===== config.mk =====
export PLATFORM = sky130hd
export DESIGN_NAME = rr_arbiter4
export DESIGN_NICKNAME = d
export VERILOG_FILES = /design/src/rtl/rr_arbiter4.sv
export SDC_FILE = /design/constraint.sdc
export NUM_CORES = 1
export LEC_CHECK = 0
export ABC_AREA = 1
export CORE_UTILIZATION = 57
export DETAILED_ROUTE_END_ITERATION = 8
export GPL_TIMING_DRIVEN = 0
export PLACE_DENSITY = 0.79
export SKIP_LAST_GASP = 1
export SYNTH_ARGS = -nofsm -noshare
export SYNTH_HDL_FRONTEND = slang
export SYNTH_SLANG_ARGS = --single-unit

===== constraint.sdc =====
create_clock -name clk -period 2.5 [get_ports clk]
set_input_delay 0.5 -clock clk [delete_from_list [all_inputs] [get_ports clk]]
set_output_delay 0.5 -clock clk [all_outputs]
set_load 0.01 [all_outputs]

===== src/rtl/rr_arbiter4.sv =====
// rr_arbiter4 -- four-way round-robin arbiter with a hold-time watchdog.
//
// Shares one resource between four requesters. A grant is held until the
// owner raises done, drops its request, or the hold counter reaches
// TIMEOUT_CYCLES. A forced release raises timeout for one cycle. Every
// release is followed by at least one idle cycle before the next grant, so
// a downstream decoder never switches owner inside one cycle.
//
// Handshake: req[i] is a level request. It is not latched. It is evaluated
// only in IDLE, and only the owner's bit is watched during GRANT. done is
// sampled only while grantValid=1.
//
// Ports:
//   clk        system clock, rising edge
//   reset      synchronous active-high reset
//   req[3:0]   request lines
//   done       owner finished
//   grant[3:0] registered one-hot grant, zero when idle
//   grantIdx   encoded owner index, holds last owner while idle
//   grantValid high exactly when grant is nonzero
//   timeout    one-cycle pulse on watchdog revocation
//   dbg_state  current FSM state (0=IDLE, 1=GRANT)
//   dbg_ptr    current highest-priority requester
module rr_arbiter4 #(
  parameter int TIMEOUT_CYCLES = 255,
  parameter int CNT_W          = 8
) (
  input  logic       clk,
  input  logic       reset,
  input  logic [3:0] req,
  input  logic       done,
  output logic [3:0] grant,
  output logic [1:0] grantIdx,
  output logic       grantValid,
  output logic       timeout,
  output logic       dbg_state,
  output logic [1:0] dbg_ptr
);

  typedef enum logic {IDLE = 1'b0, GRANT = 1'b1} state_t;

  localparam logic [CNT_W-1:0] TMO = CNT_W'(TIMEOUT_CYCLES);

  state_t           state, state_n;
  logic [1:0]       ptr, ptr_n;
  logic [CNT_W-1:0] cnt, cnt_n;
  logic [3:0]       grant_n;
  logic [1:0]       idx_n;
  logic             valid_n;
  logic             timeout_n;

  // First set request bit searching ptr, ptr+1, ptr+2, ptr+3 (mod 4).
  logic       found;
  logic [1:0] sel;
  logic [1:0] probe;

  always_comb begin
    found = 1'b0;
    sel   = 2'b00;
    probe = 2'b00;
    for (int k = 0; k < 4; k++) begin
      probe = ptr + 2'(k);
      if (!found && req[probe]) begin
        found = 1'b1;
        sel   = probe;
      end
    end
  end

  always_comb begin
    state_n   = state;
    ptr_n     = ptr;
    cnt_n     = cnt;
    grant_n   = grant;
    idx_n     = grantIdx;
    valid_n   = grantValid;
    timeout_n = 1'b0;
    case (state)
      IDLE: begin
        if (found) begin
          state_n = GRANT;
          grant_n = 4'b0001 << sel;
          idx_n   = sel;
          valid_n = 1'b1;
          cnt_n   = CNT_W'(1);
        end
      end
      GRANT: begin
        if (done || !req[grantIdx] || (cnt == TMO)) begin
          state_n = IDLE;
          grant_n = 4'b0000;
          valid_n = 1'b0;
          ptr_n   = grantIdx + 2'd1;
          // done and a dropped request take precedence over the watchdog.
          timeout_n = !(done || !req[grantIdx]);
        end else begin
          cnt_n = cnt + CNT_W'(1);
        end
      end
      default: state_n = IDLE;
    endcase
  end

  always_ff @(posedge clk) begin
    if (reset) begin
      state      <= IDLE;
      ptr        <= 2'b00;
      cnt        <= '0;
      grant      <= 4'b0000;
      grantIdx   <= 2'b00;
      grantValid <= 1'b0;
      timeout    <= 1'b0;
    end else begin
      state      <= state_n;
      ptr        <= ptr_n;
      cnt        <= cnt_n;
      grant      <= grant_n;
      grantIdx   <= idx_n;
      grantValid <= valid_n;
      timeout    <= timeout_n;
    end
  end

  assign dbg_state = state;
  assign dbg_ptr   = ptr;

endmodule

# After elaboration in Yosys (flattened, before gate mapping)
# Cells that the tools add are included.
# op_classes
bitwise_logic	2
n_reduce_logical	15
mux	30
magnitude_cmp	5
add_sub_neg	5
eq_ne	4
shifts	1
# ops
operator	count
$mux W8	2
$pmux W8 S2	1
$lt A2 B3 Y1 const B	5
$mux W1	13
$bmux W1 S2	5
$add A8 B1 Y8 const B	1
$eq A8 B8 Y1 const B	1
$mux W2	4
$mux W4	2
$pmux W4 S2	1
$reduce_and A2 Y1	4
$logic_not A1 Y1	5
$add A2 B1 Y2 const B	2
$add A2 B2 Y2 const B	2
$ne A2 B2 Y1 const B	2
$pmux W1 S2	2
$shl A1 B2 Y4 const A	1
$logic_and A1 B1 Y1	3
$reduce_or A3 Y1	1
$logic_or A1 B1 Y1	2
$ne A2 B1 Y1 const B	1
$not A1 Y1	2
# word_totals
input_bits	7
elab_cells	69
output_inout_bits	11
ff_bits	19

# Depth between registers and ports, before layout
# Gate-level depths: netlist (run 1).
# depth
depth_word	15
mapped_depth	12
depth_no_buf	12

# Worst setup path after synthesis (run 1)
# Ideal clock, no wire load.
# synth_timing
kind	register to register
startpoint	reg ptr[0] (netlist: dbg_ptr[0])
endpoint	reg grantIdx[0]
slack_ns	1.005
t_arrival_ns	1.376
stages_incl_launch_ff	11
synth_period_minus_slack_ns	1.495
required_ns	2.381
setup_ns	0.119
path_buffers	1
path_cell_list	dfxtp_1 > buf_6 > nand2_2 > nand3_1 > nand2_2 > nor2_4 > nand3_2 > nand2_4 > inv_4 > o21ai_0 > a21oi_1
# synth_via
elab_chain_len	13
word_cells_on_any_way	26
classes_between	3 x add/sub; 16 x mux; 7 x reduce/logical
# synth_rtl
element	line_no	source
start: declaration	45	logic [1:0] ptr, ptr_n;
start signal: assignment	115	ptr <= ptr_n;
parallel branches: the longest is 13 deep, another holds $add A2 B1 Y2	-	
end signal: assignment	118	grantIdx <= idx_n;
end: declaration	33	output logic [1:0] grantIdx,
# Several ways; the timed one is not identified. The select of a mux whose other input is x is not followed.
# A chain may end at the register's enable or synchronous reset.

# Worst setup path in the final report (run 1)
# layout_timing
startpoint	in req[3]
endpoint	reg grantIdx[0]
# layout_via
elab_chain_len	13
word_cells_on_any_way	23
classes_between	16 x mux; 7 x reduce/logical
# layout_rtl
element	line_no	source
start: declaration	30	input logic [3:0] req,
$bmux W1 S2	63	if (!found && req[probe]) begin
$mux W1 (not written as such)	63	
$mux W1	63	
$logic_not A1 Y1	63	
$logic_and A1 B1 Y1	63	
$mux W1	63	
$logic_not A1 Y1	63	
$logic_and A1 B1 Y1	63	
$mux W1	63	
$logic_not A1 Y1	63	
$logic_and A1 B1 Y1	63	
$mux W1	63	
$reduce_and A2 Y1 (no line)	-	
# Parallel ways exist; a longest one is shown, timed or not. The select of a mux whose other input is x is not followed.

==> impl_results.md, run 1 <==
- Slew HR: 59.4%
- Ranking of synthesized cells by area: dfxtp_1 30%, nand2_1 16%, nand2_2 7.9%
- Final period utilization: 74.8%
- Peak supply drop: 631 uV
- Die Y: a little under 50 um
- Post-layout minimum cycle time: 1.87 ns
- Number of global-route vias before repair: 1165
- DRC viols: 0
- Io pins: 18
- Clk_lat worst skew: roughly 0.3 ns
- Worst-margin pin slew: between 0.6 and 0.7 ns
- Grt ovf: 0
- Cell count after synthesis: 185
- Largest net degree at the start of global routing: 11
- Root buf cell: clkbuf_4
- Synth Net Count: 193
- CP delay by family, top: buffers and inverters
- CP endpoint kind: flop
- Chip width: 49.1 um
- LEAKAGE: 0.632 nW
- CTS tree: yes
- # clock sinks: 19
- DR WL/cell: 11.9 um
- Reg2reg end: grantIdx[0]$_SDFFE_PP0P_
- CP most frequent cell: nand2_2
- Post-CTS setup buffer count: 0
- Element type at the critical path start: primary input
- Initial Util: 62.6%
- Final setup violation count: 0
- CTS clk-pin slew, worst paths: ~0.10 ns
- Initial antenna violation count: 0
- GP Congestion: ~0.83
- Fin. Hold Viols: 0
- Drt pass-1 iters: 5
- Post-synthesis sequential area ratio: 30.0%
- CP max-delay cell: clkdlybuf4s50_1
- Total CTS buffers: 3
- Critical Path RT: 2.70 ns
- Largest fanout on the critical path: 6
- Worst Path Class, Setup: in2reg
- Share of the synthesized area in the top cell type: 30.0%
- Core area: 2020 sq um
- Die area: between 2000 and 2500 sq um
- Drt total wl: roughly 2.8 mm
- WHS Endpoint: grantValid$_SDFFE_PP0P_
- Hold Startpoint: grantValid$_SDFFE_PP0P_
- Buf+Inv Stages, Crit Path: 3
- Setup TNS: 0 ns
- First-pass GRT wire length: 4.93 mm
- Share of cells above drive strength 1: 18.9%
- R2R depth: 11
- RSZ-0062 raised after global routing: no
- Synth Register Bits: 19
- Max H-tree Level: 1
- Vias: 1227
- Yosys warnings: 0
- HP Class: reg2reg
- CP max stage delay: 0.47 ns
- Crit-path cells: clkdlybuf4s50_1, inv_1, nand2_2, nand3_1, nand2_2, nor2_4, nand3_2, nand2_4, inv_4, o21ai_0, a21oi_1
- Yosys cell types: 27
- Antenna cells: 0
- Status: finished clean
- Pwr Total: 1.26 mW
- Clock Skew: approximately 0.0056 ns
- Max-Cap Viols: 0
- Area grow syn2layout: 18.2%
- 1st-iter DRT viols: 49
- R2R Path Start: dbg_ptr[1]$_SDFFE_PP0P_
- FP Rows: 16
- Power Density: approximately 840 nW/um^2
- Final nets: about 220
- Max Slew Vio Count: 0
- Residual antenna-violating net count after detailed routing: 0
- Clk buf depth: 2
- Cell Area, Synth: 1270 sq um
- Total track usage: 26.1%
- Post-DP HPWL: ~2.2 mm
- Drt via density: 5.27
- Avg Synthesized Cell Area: 6.84 sq um
- Hold Path Depth: 2
- Fmax: 0.535 GHz
- Post_cts resized: 0
- PortBufs: 17
- FF-to-FF setup slack: 0.80 ns
- CP arrival: 2.07 ns
- # hold bufs at CTS: 0
- Area leader, netlist: dfxtp_1
[Yosys cell counts, drive strengths merged]
library cell,count
xnor2,1
ha,1
o21ai,9
and2,1
nand2,71
nand3,17
clkbuf,1
a21oi,18
nor3,4
inv,20
buf,1
nand4,2
dfxtp,19
nor2,15
clkinv,1
xor2,4
[state kept, by name, indices dropped and copies added, names as in the netlist]
signal      flops
grantIdx        2
dbg_state       1
timeout         1
cnt             8
dbg_ptr         2
grantValid      1
grant           4
[layer usage]
layer / vias up / global-route usage, % / routed length (um)
met5: - / 0 / 0
met4: 0 / 10.8 / 30
met3: 4 / 3.12 / 53
met2: 16 / 47.5 / 1460
met1: 574 / 30.5 / 1240
li1: 633 / - / -
[layout make-up]
type                       count  area (sq um)
fill                         176           526
multi-input combinational    143           777
sequential                    19           380
timing repair buffer          17           170
buffer                         2          15.0
tap                           27          33.8
inverter                      21          93.8
clock buffer                   4          26.3
[per-stage QoR]
step / cells / util (%) / hold slack [ns] / instance area, sq um / setup slack, ns
floorplan: 185 / - / 0.442 / 1270 / 1.00
global placement: 229 / 72.7 / 0.451 / 1470 / 0.394
detailed placement: 229 / 72.7 / 0.456 / 1470 / 0.337
CTS: 233 / 74.0 / 0.472 / 1500 / 0.648
global route: 233 / 74.0 / 0.495 / 1500 / 0.511
finish: 233 / 74.0 / 0.466 / 1500 / 0.630
[power breakdown]
part | internal, mW | leakage (nW) | switching, mW
clock | 0.0623 | 0.0150 | 0.0981
sequential | 0.356 | 0.155 | 0.0533
combinational | 0.260 | 0.462 | 0.427
[worst max path at each step]
stage | cells past startpoint | from | slack, ns | end
finish | 11 | req[3] | 0.63 | grantIdx[0]$_SDFFE_PP0P_
global route | 11 | req[3] | 0.51 | grantIdx[0]$_SDFFE_PP0P_
CTS | 1 | grantIdx[0]$_SDFFE_PP0P_ | 0.65 | grantIdx[0]
detailed placement | 11 | req[3] | 0.34 | grantIdx[0]$_SDFFE_PP0P_
global placement | 12 | req[3] | 0.39 | cnt[4]$_SDFFE_PP0P_
floorplan | 10 | dbg_ptr[0]$_SDFFE_PP0P_ | 1.00 | grantIdx[0]$_SDFFE_PP0P_
[cell usage in the layout (no fill, tap or decap), drive strengths merged]
cell,n
nand3,17
and2,1
dfxtp,19
clkbuf,5
clkinv,1
nand2,71
nor2,15
nand4,2
clkdlybuf4s50,17
nor3,4
inv,20
a21oi,18
buf,1
o21ai,9
xor2,4
ha,1
xnor2,1
[kinds of logic (layout without fill, tap and decap cells)]
group                    after synthesis  in the layout  share of synthesized area, %
AND/OR/NAND/NOR                      110            110                          44.2
AO/OA/AOI/OAI                         27             27                          12.7
buffers and inverters                 23             44                          8.60
flip-flops                            19             19                          30.0
XOR/XNOR                               5              5                          3.46
adder cells (fa/ha/maj)                1              1                         0.988
[worst register-to-register path, stage by stage, from the launching register on]
cell	delay (ns)
dfxtp_1	0.46
inv_2	0.11
nand2_2	0.08
nand2_2	0.08
nand2_1	0.09
nand2_2	0.08
nor2_4	0.12
nand3_2	0.09
nand2_4	0.14
inv_4	0.07
o21ai_0	0.18
a21oi_1	0.07
(Power assumes the default switching activity.)
==> run 2: changes to the inputs <==
Settings changed: CORE_ASPECT_RATIO set to 1.75, CORE_UTILIZATION 57 to 48, PLACE_DENSITY 0.79 to 0.7.
Clock period 2.5 ns to 1.6 ns, I/O delays scaled along.
==> run 2 against run 1 <==
Effect of this change: final cell count grew 0.86%; sequential share of layout area fell by 1.4 points; wire length is 6.1% higher.
==> impl_results.md, run 2 (synthesized netlist as in run 1, its figures left out) <==
- Clk_lat worst skew: 0.27 ns (-0.03 ns)
- FF-to-FF setup slack: 0.05 ns (-0.75 ns)
- RSZ-0062 raised after global routing: yes
- Commonest non-fill, non-tap cell in the layout: nand2_1
- Io pins: 18 (unchanged)
- PortBufs: 17 (unchanged)
- Residual antenna-violating net count after detailed routing: 0 (unchanged)
- 1st-iter DRT viols: 15 (-69%)
- # clock sinks: 19 (unchanged)
- Final nets: 218 (+1.4%)
- Number of global-route vias before repair: 1122 (-3.7%)
- Total track usage: 22.1% (-4.0 points)
- Drt via density: 5.26 (about the same)
- Fin. Hold Viols: 0 (unchanged)
- Max H-tree Level: 1 (unchanged)
- Reg2reg end: cnt[4]$_SDFFE_PP0P_
- Hold Startpoint: cnt[5]$_SDFFE_PP0P_
- Max-Cap Viols: 0 (unchanged)
- WHS: 0.466 ns (+0.000151 ns)
- Initial Util: 50.8% (-12 points)
- Most frequent cells in the layout: 44 x nand2_1, 21 x nand2_2, 14 x inv_1, 13 x clkdlybuf4s50_1, 12 x nand3_1
- DR WL/cell: 12.6 um (+5.2%)
- GP Congestion: 0.762 (-8.6%)
- Slew HR: 57.0% (-2.4 points)
- Clk buf depth: 2 (unchanged)
- First-pass GRT wire length: 4.40 mm (-11%)
- Final period utilization: between 90% and 100%
- Peak supply drop: 924 uV (+46%)
- Chip width: 40.8 um (-17%)
- Power Density: 1360 nW/um^2 (+62%)
- FP Rows: 24 (+8)
- Antenna cells: 0 (unchanged)
- LEAKAGE: 0.688 nW (+8.8%)
- Share of cells above drive strength 1: 34.9% (+16 points)
- Initial antenna violation count: 0 (unchanged)
- Total CTS buffers: 3 (unchanged)
- WHS Endpoint: cnt[5]$_SDFFE_PP0P_
- Max Slew Vio Count: 0 (unchanged)
- Hold Path Depth: 2 (unchanged)
- Critical Path RT: 1.80 ns (-0.90 ns)
- DRC viols: 0 (unchanged)
- Die Y: 69.9 um (+42%)
- R2R depth: 12 (+1)
- Post-layout minimum cycle time: 1.55 ns
- CP arrival: 1.75 ns (-0.32 ns)
- Largest fanout on the critical path: 9 (+3)
- CTS clk-pin slew, worst paths: 0.08 ns (-0.02 ns)
- Fmax: 0.645 GHz
- Worst-margin pin slew: 0.645 ns (+0.0362 ns)
- Core area: 2490 sq um (+23%)
- CP endpoint kind: flop
- Biggest regs: cnt (8), grant (4)
- Drt total wl: 2.95 mm (+6.1%)
- Grt ovf: 0 (unchanged)
- Area grow syn2layout: 30.2%
- Max FFs per register: 8 (unchanged)
- Final setup violation count: 0 (unchanged)
- Status: finished clean
- Clock Skew: 0.00838 ns (+0.00275 ns)
- Die area: 2860 sq um (+18%)
- CTS tree: yes
- Worst Path Class, Setup: reg2reg
- R2R Path Start: dbg_ptr[0]$_SDFFE_PP0P_
- Drt pass-1 iters: 4 (-1)
- Setup TNS: 0 ns (unchanged)
- Post-DP HPWL: 2.30 mm (+6.6%)
- # hold bufs at CTS: 0 (unchanged)
- Largest net degree at the start of global routing: 12 (+1)
- Root buf cell: clkbuf_8
- Vias: 1237 (+0.81%)
- Element type at the critical path start: flop
- HP Class: reg2reg
- Top reg by flops: cnt
## run 2: power breakdown
part	leakage, nW	total, mW	switching, mW	internal (mW)
combinational	0.503	1.24	0.745	0.496
clock	0.0255	0.343	0.169	0.174
sequential	0.159	0.665	0.0943	0.570
total	0.688	2.25	1.01	1.24
## run 2: layer usage
layer,vias to the layer above,share of wire (%),global-route usage (%)
li1,642,-,-
met2,16,59,42.2
met3,6,1.9,1.90
met5,-,0,0
met4,0,2.3,11.1
met1,573,37,19.4
## run 2: timing repair
item / in CTS / in global routing
gates resized for setup: 10 / 38
setup buffers: 0 / 3
setup endpoints to repair: 19 / 20
pin swaps: 3 / 13
## run 2: worst max-delay path by stage
stage	cells after the start	endpoint	slack, ns	startpoint
detailed placement	12	cnt[4]$_SDFFE_PP0P_	-0.37	req[3]
global placement	12	cnt[5]$_SDFFE_PP0P_	-0.34	req[3]
finish	12	cnt[4]$_SDFFE_PP0P_	0.05	dbg_ptr[0]$_SDFFE_PP0P_
CTS	12	cnt[4]$_SDFFE_PP0P_	-0.01	dbg_ptr[1]$_SDFFE_PP0P_
global route	12	grant[3]$_SDFFE_PP0P_	-0.06	dbg_ptr[0]$_SDFFE_PP0P_
floorplan	10	grantIdx[0]$_SDFFE_PP0P_	0.10	dbg_ptr[0]$_SDFFE_PP0P_
## run 2: stage by stage
stage / area [sq um] / worst slack (ns) / util (%) / power (mW) / cells
detailed placement: 1470 / -0.372 / 58.9 / 1.74 / 228
finish: 1650 / 0.0488 / 66.2 / 2.25 / 235
global route: 1650 / -0.0628 / 66.2 / 2.41 / 235
global placement: 1470 / -0.341 / 58.9 / 1.70 / 228
floorplan: 1270 / 0.105 / - / 1.40 / 185
CTS: 1530 / -0.0101 / 61.3 / 2.08 / 232
## run 2: critical path, cell delays in order (launching register included)
cell	delay (ns)
dfxtp_4	0.37
buf_8	0.14
nand2_2	0.07
nand2_2	0.06
nand2_2	0.09
nand2_4	0.06
nor2_4	0.10
nand3_2	0.09
nand2_4	0.15
nand2_8	0.10
clkinv_8	0.08
nand2_2	0.05
a21oi_2	0.12
## run 2: area by class of cell
| type | count | area, sq um |
|---|---|---|
| Multi-Input combinational cell | 143 | 863 |
| Fill cell | 227 | 843 |
| Sequential cell | 19 | 395 |
| Timing Repair Buffer | 20 | 191 |
| Inverter | 21 | 101 |
| Clock buffer | 3 | 41.3 |
| Tap cell | 26 | 32.5 |
| Buffer | 2 | 18.8 |
| Clock inverter | 1 | 5.00 |
==> run 3: changes to the inputs <==
Settings changed: PLACE_DENSITY 0.7 to 0.74.
==> run 3 against run 2 <==
Effect of this change: final cell count is 2.1% higher; wire length decreased by 1.1%; combinational power up 6%; sequential power is essentially flat; hold slack improved by 0.0013 ns; setup slack got worse by 0.027 ns; clock skew shrank 0.0066 ns; utilization rose by 1.5 points; highest routed layer unchanged.
==> impl_results.md, run 3 (synthesized netlist as in run 1, its figures left out) <==
- Status: finished clean
- Io pins: 18 (unchanged)
- Total CTS buffers: 3 (unchanged)
- Met1 wire length: 1.12 mm (+2.4%)
- Peak supply drop: 850 uV (-8.0%)
- First-pass GRT wire length: 4.42 mm (+0.32%)
- Drt pass-1 iters: 4 (unchanged)
- Clock Skew: 0.00176 ns (-0.00663 ns)
- Total track usage: 21.3% (-0.78 points)
- Max H-tree Level: 1 (unchanged)
- HP Class: reg2reg
- Die Y: 69.9 um (unchanged)
- PortBufs: 17 (unchanged)
- Max-Cap Viols: 0 (unchanged)
- Final period utilization: 98.6% (+1.7 points)
- # hold bufs at CTS: 0 (unchanged)
- Number of global-route vias before repair: 1146 (+2.1%)
- Final nets: 223 (+2.3%)
- Initial Util: 50.8% (unchanged)
- Largest fanout on the critical path: 8 (-1)
- DR WL/cell: 12.2 um (-3.2%)
- DR top layer: met4
- Largest net degree at the start of global routing: 11 (-1)
- # clock sinks: 19 (unchanged)
- Met3 WL: 72 um (+29%)
- GP Congestion: 0.775 (+1.8%)
- Most frequent cells in the layout: 44 x nand2_1, 19 x nand2_2, 13 x inv_1, 13 x nand3_1, 13 x clkdlybuf4s50_1
- Commonest non-fill, non-tap cell in the layout: nand2_1
- LEAKAGE: 0.723 nW (+5.1%)
- Setup WS pre-CTS: -0.369 ns (+0.00285 ns)
- FILL cells: 211 (-7.0%)
- Final setup violation count: 0 (unchanged)
- Critical Path RT: 1.78 ns (-0.02 ns)
- Share of cells above drive strength 1: 34.1% (-0.82 points)
- Vias: 1264 (+2.2%)
- Post-DP HPWL: 2.23 mm (-3.0%)
- Length of routed met2 wiring: 1.67 mm (-3.8%)
- Worst Path Class, Setup: reg2reg
- Area grow syn2layout: 33.2%
- CTS clk-pin slew, worst paths: 0.07 ns (about the same)
- Root buf cell: clkbuf_8
- Core area: 2490 sq um (unchanged)
- DRC viols: 0 (unchanged)
- Antenna cells: 0 (unchanged)
- Fin. Hold Viols: 0 (unchanged)
- Fmax: 0.634 GHz (-1.7%)
- Residual antenna-violating net count after detailed routing: 0 (unchanged)
- Clk_lat worst skew: 0.25 ns (-0.02 ns)
- CP arrival: 1.76 ns (about the same)
- Power Density: 1360 nW/um^2 (-0.12%)
- Max FFs per register: 8 (unchanged)
- Clk buf depth: 2 (unchanged)
- Final worst-path setup slack: 0.0221 ns (-0.0266 ns)
- RSZ-0062 raised after global routing: yes
- Top reg by flops: cnt
- 1st-iter DRT viols: 15 (unchanged)
- Worst-margin pin slew: 0.640 ns (-0.00460 ns)
- Slew HR: 57.3% (+0.31 points)
- CP endpoint kind: flop
- Drt total wl: 2.92 mm (-1.1%)
- Die area: 2860 sq um (unchanged)
- Drt via density: 5.27 (about the same)
- Post-layout minimum cycle time: 1.58 ns (+0.0266 ns)
- Max Slew Vio Count: 0 (unchanged)
- Initial antenna violation count: 0 (unchanged)
- FP Rows: 24 (unchanged)
- Grt ovf: 0 (unchanged)
- Finished Core Util: 67.7% (+1.5 points)
- Biggest regs: cnt (8), grant (4)
- CTS tree: yes
- Element type at the critical path start: flop
- Chip width: 40.8 um (unchanged)
run 3: repair_timing:
| action | 4_1_cts | 5_1_grt |
|---|---|---|
| cloned | 0 | 1 |
| resized for setup | 16 | 27 |
| hold endpoints to repair | 0 | 0 |
| endpoints found under the setup margin | 16 | 21 |
| pin swaps | 9 | 9 |
| buffers inserted | 5 | 2 |
run 3: worst paths after layout:
| check | startpoint | endpoint | slack, ns | depth (start not counted) |
|---|---|---|---|---|
| worst max-delay path | dbg_ptr[0]$_SDFFE_PP0P_ | cnt[3]$_SDFFE_PP0P_ | 0.02 | 11 |
| worst min-delay path | grantValid$_SDFFE_PP0P_ | grantValid$_SDFFE_PP0P_ | 0.47 | 2 |
| worst max register to register | dbg_ptr[0]$_SDFFE_PP0P_ | cnt[3]$_SDFFE_PP0P_ | 0.02 | 11 |
| worst min register to register | grantValid$_SDFFE_PP0P_ | grantValid$_SDFFE_PP0P_ | 0.47 | 2 |
run 3: final cells by class:
class | instances | area, sq um | area share (%)
sequential | 19 | 395 | 23.4
timing repair buffer | 25 | 243 | 14.4
inverter | 21 | 98.8 | 5.86
clock buffer | 4 | 45.0 | 2.67
buffer | 2 | 18.8 | 1.11
tap | 26 | 32.5 | 1.93
multi-input combinational | 143 | 853 | 50.6
run 3: per-stage QoR:
step | area, sq um | std cells | total power [mW] | setup TNS, ns | hold WS (ns)
finish | 1690 | 240 | 2.30 | 0 | 0.467
global route | 1690 | 240 | 2.46 | -0.489 | 0.482
CTS | 1570 | 237 | 2.15 | -0.00213 | 0.470
detailed placement | 1470 | 228 | 1.73 | -6.00 | 0.461
global placement | 1470 | 228 | 1.70 | -5.35 | 0.456
floorplan | 1270 | 185 | 1.40 | 0 | 0.442
run 3: where the power goes:
group	internal (mW)	switching, mW
clock	0.177	0.148
combinational	0.559	0.749
sequential	0.571	0.0944
total	1.31	0.991
run 3: layer usage:
| metal | vias up | global-route usage (%) |
|---|---|---|
| li1 | 649 | - |
| met2 | 31 | 41.7 |
| met1 | 575 | 20.4 |
| met4 | 0 | 5.56 |
| met3 | 9 | 1.90 |
| met5 | - | 0 |
run 3: critical path: stages, from the launching register on:
cell	delay [ns]
dfxtp_4	0.41
clkbuf_16	0.16
nand2_4	0.04
nand3_2	0.11
nand2_4	0.07
nor2_4	0.13
nand3_2	0.10
nand2_4	0.15
nand2_8	0.10
clkinv_8	0.08
nand2_4	0.04
a21oi_2	0.11
